### config.mk
export PLATFORM = sky130hd
export DESIGN_NAME = div_by_sub
export DESIGN_NICKNAME = d
export VERILOG_FILES = /design/src/rtl/div_by_sub_pkg.sv /design/src/rtl/div_by_sub.sv
export SDC_FILE = /design/constraint.sdc
export NUM_CORES = 1
export LEC_CHECK = 0
export CORE_MARGIN = 1
export CORE_UTILIZATION = 49
export DETAILED_ROUTE_END_ITERATION = 12
export PLACE_DENSITY = 0.79
export SLEW_MARGIN = 10
export SYNTH_ARGS = -nofsm -noshare
export SYNTH_HDL_FRONTEND = slang
export SYNTH_SLANG_ARGS = --single-unit
### constraint.sdc
create_clock -name clk -period 2.7 [get_ports clk]
set_input_delay 0.54 -clock clk [delete_from_list [all_inputs] [get_ports clk]]
set_output_delay 0.54 -clock clk [all_outputs]
set_load 0.01 [all_outputs]
### src/rtl/div_by_sub_pkg.sv
// div_by_sub_pkg
// Shared constants and types for the repeated-subtraction divider.
//   data_width : operand / quotient / remainder width
//   state_t    : controller states {S_idle, S_1}
package div_by_sub_pkg;

    localparam int data_width = 8;

    typedef enum logic [0:0] {
        S_idle = 1'b0,
        S_1    = 1'b1
    } state_t;

endpackage

### src/rtl/div_by_sub.sv
// div_by_sub
// Unsigned divider by repeated subtraction. Operands are captured on an
// idle-cycle start, then the divisor is subtracted once per clock until the
// working remainder drops below it. Quotient/remainder are final while rdy=1.
//
// Ports:
//   clk   in   clock, rising edge
//   rst   in   asynchronous reset, active-high
//   start in   request, sampled only while rdy=1
//   N     in   dividend (data_width, unsigned)
//   D     in   divisor  (data_width, unsigned)
//   rdy   out  idle / result valid
//   Q     out  quotient register
//   R     out  remainder register
//   dbz   out  divide-by-zero flag (only when DIV_BY_SUB_DBZ_EN is defined)
//
// Build option: DIV_BY_SUB_DBZ_EN adds the dbz port and its flag register.
// Without it, D=0 still exits after one busy cycle with Q=all ones, R=N.
module div_by_sub
    import div_by_sub_pkg::*;
(
    input  logic                  clk,
    input  logic                  rst,
    input  logic                  start,
    input  logic [data_width-1:0] N,
    input  logic [data_width-1:0] D,
    output logic                  rdy,
    output logic [data_width-1:0] Q,
    output logic [data_width-1:0] R
`ifdef DIV_BY_SUB_DBZ_EN
    ,
    output logic                  dbz
`endif
);

    localparam logic [data_width-1:0] ONE = {{(data_width-1){1'b0}}, 1'b1};

    state_t                state_q, state_d;
    logic [data_width-1:0] rn_q, rn_d;
    logic [data_width-1:0] rd_q, rd_d;
    logic [data_width-1:0] rq_q, rq_d;

    // Control strobes from the controller to the datapath
    logic load;
    logic sub_step;
    logic zero_exit;

    // ---------------- controller ----------------
    always_comb begin
        state_d   = state_q;
        load      = 1'b0;
        sub_step  = 1'b0;
        zero_exit = 1'b0;
        case (state_q)
            S_idle: begin
                if (start) begin
                    load    = 1'b1;
                    state_d = S_1;
                end
            end
            S_1: begin
                // Zero divisor is tested first so the loop can never spin forever.
                if (rd_q == '0) begin
                    zero_exit = 1'b1;
                    state_d   = S_idle;
                end else if (rn_q < rd_q) begin
                    state_d = S_idle;
                end else begin
                    sub_step = 1'b1;
                end
            end
            default: state_d = S_idle;
        endcase
    end

    // Anything other than the busy state reads as idle.
    assign rdy = (state_q != S_1);

    always_ff @(posedge clk or posedge rst) begin
        if (rst) state_q <= S_idle;
        else     state_q <= state_d;
    end

    // ---------------- datapath ----------------
    always_comb begin
        rn_d = rn_q;
        rd_d = rd_q;
        rq_d = rq_q;
        if (load) begin
            rn_d = N;
            rd_d = D;
            rq_d = '0;
        end else if (zero_exit) begin
            rq_d = '1;                // remainder keeps the dividend
        end else if (sub_step) begin
            rn_d = rn_q - rd_q;       // safe: rn_q >= rd_q here
            rq_d = rq_q + ONE;
        end
    end

    always_ff @(posedge clk or posedge rst) begin
        if (rst) begin
            rn_q <= '0;
            rd_q <= '0;
            rq_q <= '0;
        end else begin
            rn_q <= rn_d;
            rd_q <= rd_d;
            rq_q <= rq_d;
        end
    end

    assign Q = rq_q;
    assign R = rn_q;

`ifdef DIV_BY_SUB_DBZ_EN
    logic dbz_q, dbz_d;

    // Set on the zero-divisor exit, held while idle, cleared by the next load.
    always_comb begin
        dbz_d = dbz_q;
        if (load)           dbz_d = 1'b0;
        else if (zero_exit) dbz_d = 1'b1;
    end

    always_ff @(posedge clk or posedge rst) begin
        if (rst) dbz_q <= 1'b0;
        else     dbz_q <= dbz_d;
    end

    assign dbz = dbz_q;
`endif

endmodule

### After elaboration in Yosys (flattened, before gate mapping)

Index checks and enable logic that the tools add are counted.

| storage, ports and cells | value |
|---|---|
| input port bits | 19 |
| output and inout port bits | 17 |
| register bits after elaboration | 25 |

| operators by class | value |
|---|---|
| mux-type cells | 14 |
| reductions and logical operators | 4 |
| equal/unequal tests | 1 |
| magnitude comparators | 1 |
| bitwise operators | 1 |
| $add $sub $neg | 2 |

Operator list:

| operator | number |
|---|---|
| $mux W8 | 6 |
| $add A8 B1 Y8 const B | 1 |
| $logic_not A8 Y1 | 1 |
| $lt A8 B8 Y1 | 1 |
| $sub A8 B8 Y8 | 1 |
| $mux W1 | 7 |
| $reduce_bool A3 Y1 | 1 |
| $ne A2 B2 Y1 const B | 1 |
| $pmux W1 S2 | 1 |
| $reduce_and A2 Y1 | 1 |
| $reduce_bool A2 Y1 | 1 |
| $not A1 Y1 | 1 |

### Logic depth before layout (Yosys ltp)

| depth | value |
|---|---|
| depth after elaboration | 7 |
| gate-level depth with buffers | 10 |
| depth with buffers taken out | 9 |

### Least setup slack after synthesis

OpenSTA, ideal clock, no wires.

| timing path | value |
|---|---|
| kind | flip-flop to flip-flop |
| from | reg rn_q[0], in the netlist R[0] |
| to | reg rn_q[4], in the netlist R[4] |
| data required time | 2.613 ns |
| cell stages (with the launch flop) | 11 |
| buffers on the path | 1 |
| data arrival time | 2.185 ns |
| clock period less this slack | 2.272 ns |
| path slack | 0.428 ns |
| library setup time | 0.087 ns |
| cells stage by stage | dfrtp_1 > inv_1 > ha_1 > inv_1 > fa_1 > a21o_1 > a221o_2 > o211ai_4 > buf_6 > nor2_1 > a211oi_2 |

| on the way | value |
|---|---|
| word-level cells in the longest chain between the ends | 6 |
| elaborated cells between the ends (all ways) | 10 |
| those cells by class | add/sub (1); order compare (1); mux (6); reduce/logical (2) |

Ends and longest elaborated chain:

| what | RTL line | source |
|---|---|---|
| start: declaration | div_by_sub.sv:39 | `logic [data_width-1:0] rn_q, rn_d;` |
| start signal: assignment | div_by_sub.sv:107 | `rn_q <= rn_d;` |
| $lt A8 B8 Y1 | div_by_sub.sv:66 | `end else if (rn_q < rd_q) begin` |
| $mux W1 | div_by_sub.sv:66 |  |
| $mux W1 | div_by_sub.sv:63 | `if (rd_q == '0) begin` |
| $mux W1 | div_by_sub.sv:54 | `case (state_q)` |
| $reduce_bool A2 Y1 (no source line) | - |  |
| $reduce_and A2 Y1 (no source line) | - |  |

Several ways; a longest one is shown, not always the timed one. The select of a mux whose other input is x is not followed.
A chain may end at the register's enable or synchronous reset.

### Worst setup path after layout

| timing path | value |
|---|---|
| from | reg rn_q[0], in the netlist R[0] |
| to | reg rq_q[1], in the netlist Q[1] |

| on the way | value |
|---|---|
| word-level cells in the longest chain between the ends | 5 |

Ends and longest elaborated chain:

| what | RTL line | source |
|---|---|---|
| $lt A8 B8 Y1 | div_by_sub.sv:66 |  |
| $mux W1 | div_by_sub.sv:66 |  |
| $mux W1 | div_by_sub.sv:63 |  |
| $mux W1 | div_by_sub.sv:54 |  |
| $reduce_bool A3 Y1 (no source line) | - |  |
| end signal: assignment | div_by_sub.sv:109 | `rq_q <= rq_d;` |
| end: declaration | div_by_sub.sv:41 | `logic [data_width-1:0] rq_q, rq_d;` |

No other way between the ends.

==> results.py <==
metrics = {
    "worst_setup_path": {
        "path_cells": "inv_1 > ha_1 > inv_1 > fa_1 > a21o_1 > a221o_2 > o211ai_4 > mux2i_1 > o21ai_0",
        "required_ns": 2.90,
        "rrSetupSlack_ns": 0.17,
        "critical_path_class": "reg2reg",
        "startpoint_type": "register",
        "cp.arrival_ns": 2.73,
        "max_stage_delay_ns": 0.43,
        "end_kind": "register",
        "crit_path_frequent_cell": "inv_1",
        "slowest_stage": "dfrtp_1",
        "path_max_fanout": 14,
    },
    "route": {
        "via_count": 1398,
        "vias_per_cell": 6.24,
        "wire_per_inst_microns": 16.2,
        "postRouteWirelength_microns": 3630,
        "ant_nets": 0,
        "drtIter0Drc": 51,
        "drc": 2,
        "first_pass_iters": 8,
    },
    "floorplan": {
        "rows": 19,
        "initial_core_util_pct": 53.3,
        "die_w_microns": 57.7,
        "die_h_microns": 57.7,
        "core_sq_um": 2850,
        "ios": 36,
        "dieArea_sq_um": 3330,
    },
    "clocking": {
        "cts_hold_buf": 0,
        "htreeDepth": 1,
        "cts_made_buffers": 3,
        "cts_root_buffer": "clkbuf_4",
        "clkSinkCount": 25,
        "post_cts_buffers": 0,
        "cts_tree": "done",
        "clk_latency_ns": 0.32,
        "cts.path.max_buffers": 2,
        "cts_resized": 0,
        "path_clk_slew_ns": 0.13,
    },
    "synthesis": {
        "yosysTopAreaCell": "dfrtp_1",
        "synth_edf_count": 0,
        "synthFlopType": "dfrtp_1",
        "ys_seq_area_share_pct": 41.2,
        "postSynthCellCount": 157,
        "synth_area_sq_um": 1520,
        "synth_warnings": 0,
        "synth.distinct_cells": 46,
        "async_flop_share_pct": 100,
        "synth_top_area_share_pct": 41.2,
        "synth-seq-cells": 25,
        "syn_nets": 186,
        "synthTopCellsByArea": "dfrtp_1, ha_1, inv_1",
        "synth.avg_cell_area_sq_um": 9.68,
    },
    "pwr": {
        "power.total_uw": 2510,
        "max-vdd-ir-drop_uv": 619,
        "p_per_area_nw_per_um2": 1310,
        "leakagePower_uw": 0.000809,
    },
    "placed_design": {
        "post-dp-hpwl_microns": 2750,
        "io_buffers": 35,
        "place.gp.congestion": 0.934,
        "dp_slack_ns": 0.186,
    },
    "layout": {
        "n_fill_cell": 257,
        "drive_gt1_share_pct": 8.81,
        "area_delta_synth_final_pct": 26.3,
        "final_common_cell": "clkdlybuf4s50_1",
        "nets": 223,
        "final_cell_mix": "clkdlybuf4s50_1, dfrtp_1, inv_1",
        "antenna_cells": 0,
    },
    "global_routing": {
        "antenna_found_initial": 0,
        "grt_max_degree": 26,
        "grt_use_total_pct": 23.9,
        "grt_pass1_vias": 1324,
        "gr-total-overflow": 0,
        "grt_pass1_wl_microns": 6110,
    },
    "sta": {
        "hold_viol": 0,
        "fin_tns_setup_ns": 0,
        "finClkSkew_ns": 0.00276,
        "max-slew-margin-rel_pct": 61.3,
        "post-route-period-util_pct": 93.7,
        "finalCriticalPeriod_ns": 2.53,
        "fmax_mhz": 395,
        "grt_setup_unrepaired": "false",
        "maxSlewViolCount": 0,
        "worst_slack_ns": 0.169,
        "setup_viol": 0,
        "worst_slew_pin_slew_ns": 0.575,
    },
    "hold_path": {
        "hold_path.class": "in2async",
    },
    "outcome": {
        "violations": "DRC",
        "status": "finished with violations",
    },
    "flow_run": {
        "cap_violations": 0,
    },
}
cell families (layout without fill, tap and decap cells):
kind of cell,after synthesis,count (layout),synth area share [%]
AND/OR/NAND/NOR,48,48,16.5
AO/OA/AOI/OAI,47,47,23.5
flip-flops,25,25,41.2
buffers and inverters,20,56,6.01
adder cells (fa/ha/maj),10,10,8.72
XOR/XNOR,6,6,3.46
multiplexers,1,1,0.658
stage by stage:
stage,instance area [sq um],utilization [%],hold WS (ns),cells
2_1_floorplan,1520,-,0.473,157
3_3_place_gp,1890,66.4,0.507,220
3_5_place_dp,1890,66.4,0.542,220
4_1_cts,1920,67.3,0.575,224
5_1_grt,1920,67.3,0.590,224
6_report,1920,67.3,0.573,224
registers in the layout, indices dropped and copies added (netlist names):
signal / cells
rd_q: 8
Q: 8
R: 8
state_q: 1
worst max-delay path: cells and delay by family (launching register included):
kind	cells	cell delay, ns
adder cells (fa/ha/maj)	2	0.56
multiplexers	1	0.22
flip-flops	1	0.43
AO/OA/AOI/OAI	4	1.06
buffers and inverters	2	0.13
final timing paths:
path                       from  endpoint  depth (start not counted)
max in group asynchronous   rst   rd_q[3]                          3
setup reg to reg           R[0]      Q[1]                          9
setup / recovery           R[0]      Q[1]                          9
hold reg to reg            R[6]      R[6]                          1
min in group clk           R[6]      R[6]                          1
hold / removal              rst      R[0]                          3
Yosys cell counts (all sizes together), types with 3 or more instances:
library cell and count:
nor2 6, nand2 14, o21ai 11, o211ai 6, nand2b 5, and3 3
clkbuf 3, inv 14, a2bb2oi 3, nand3 10, o311ai 3, ha 9
dfrtp 25, xnor2 4, buf 3, a21oi 5, o22ai 3
metal layers:
layer	GRT usage [%]	part of all wire [%]
met5	0	0
met4	9.18	2.3
met3	3.79	4.9
met1	30.7	43
met2	40.7	50
report_power, final:
part	total (uW)	internal, uW	switching [uW]
clock network	171	57.9	113
registers	705	537	168
logic	1640	772	865
total	2510	1370	1150
area by class of cell:
type / instances / area (sq um) / area share [%]
Multi-Input combinational cell: 112 / 803 / 41.9
Timing Repair Buffer: 38 / 373 / 19.4
Clock buffer: 4 / 26.3 / 1.37
Sequential cell: 25 / 626 / 32.6
Tap cell: 31 / 38.8 / 2.02
Inverter: 14 / 52.6 / 2.74
(Power assumes the default switching activity.)
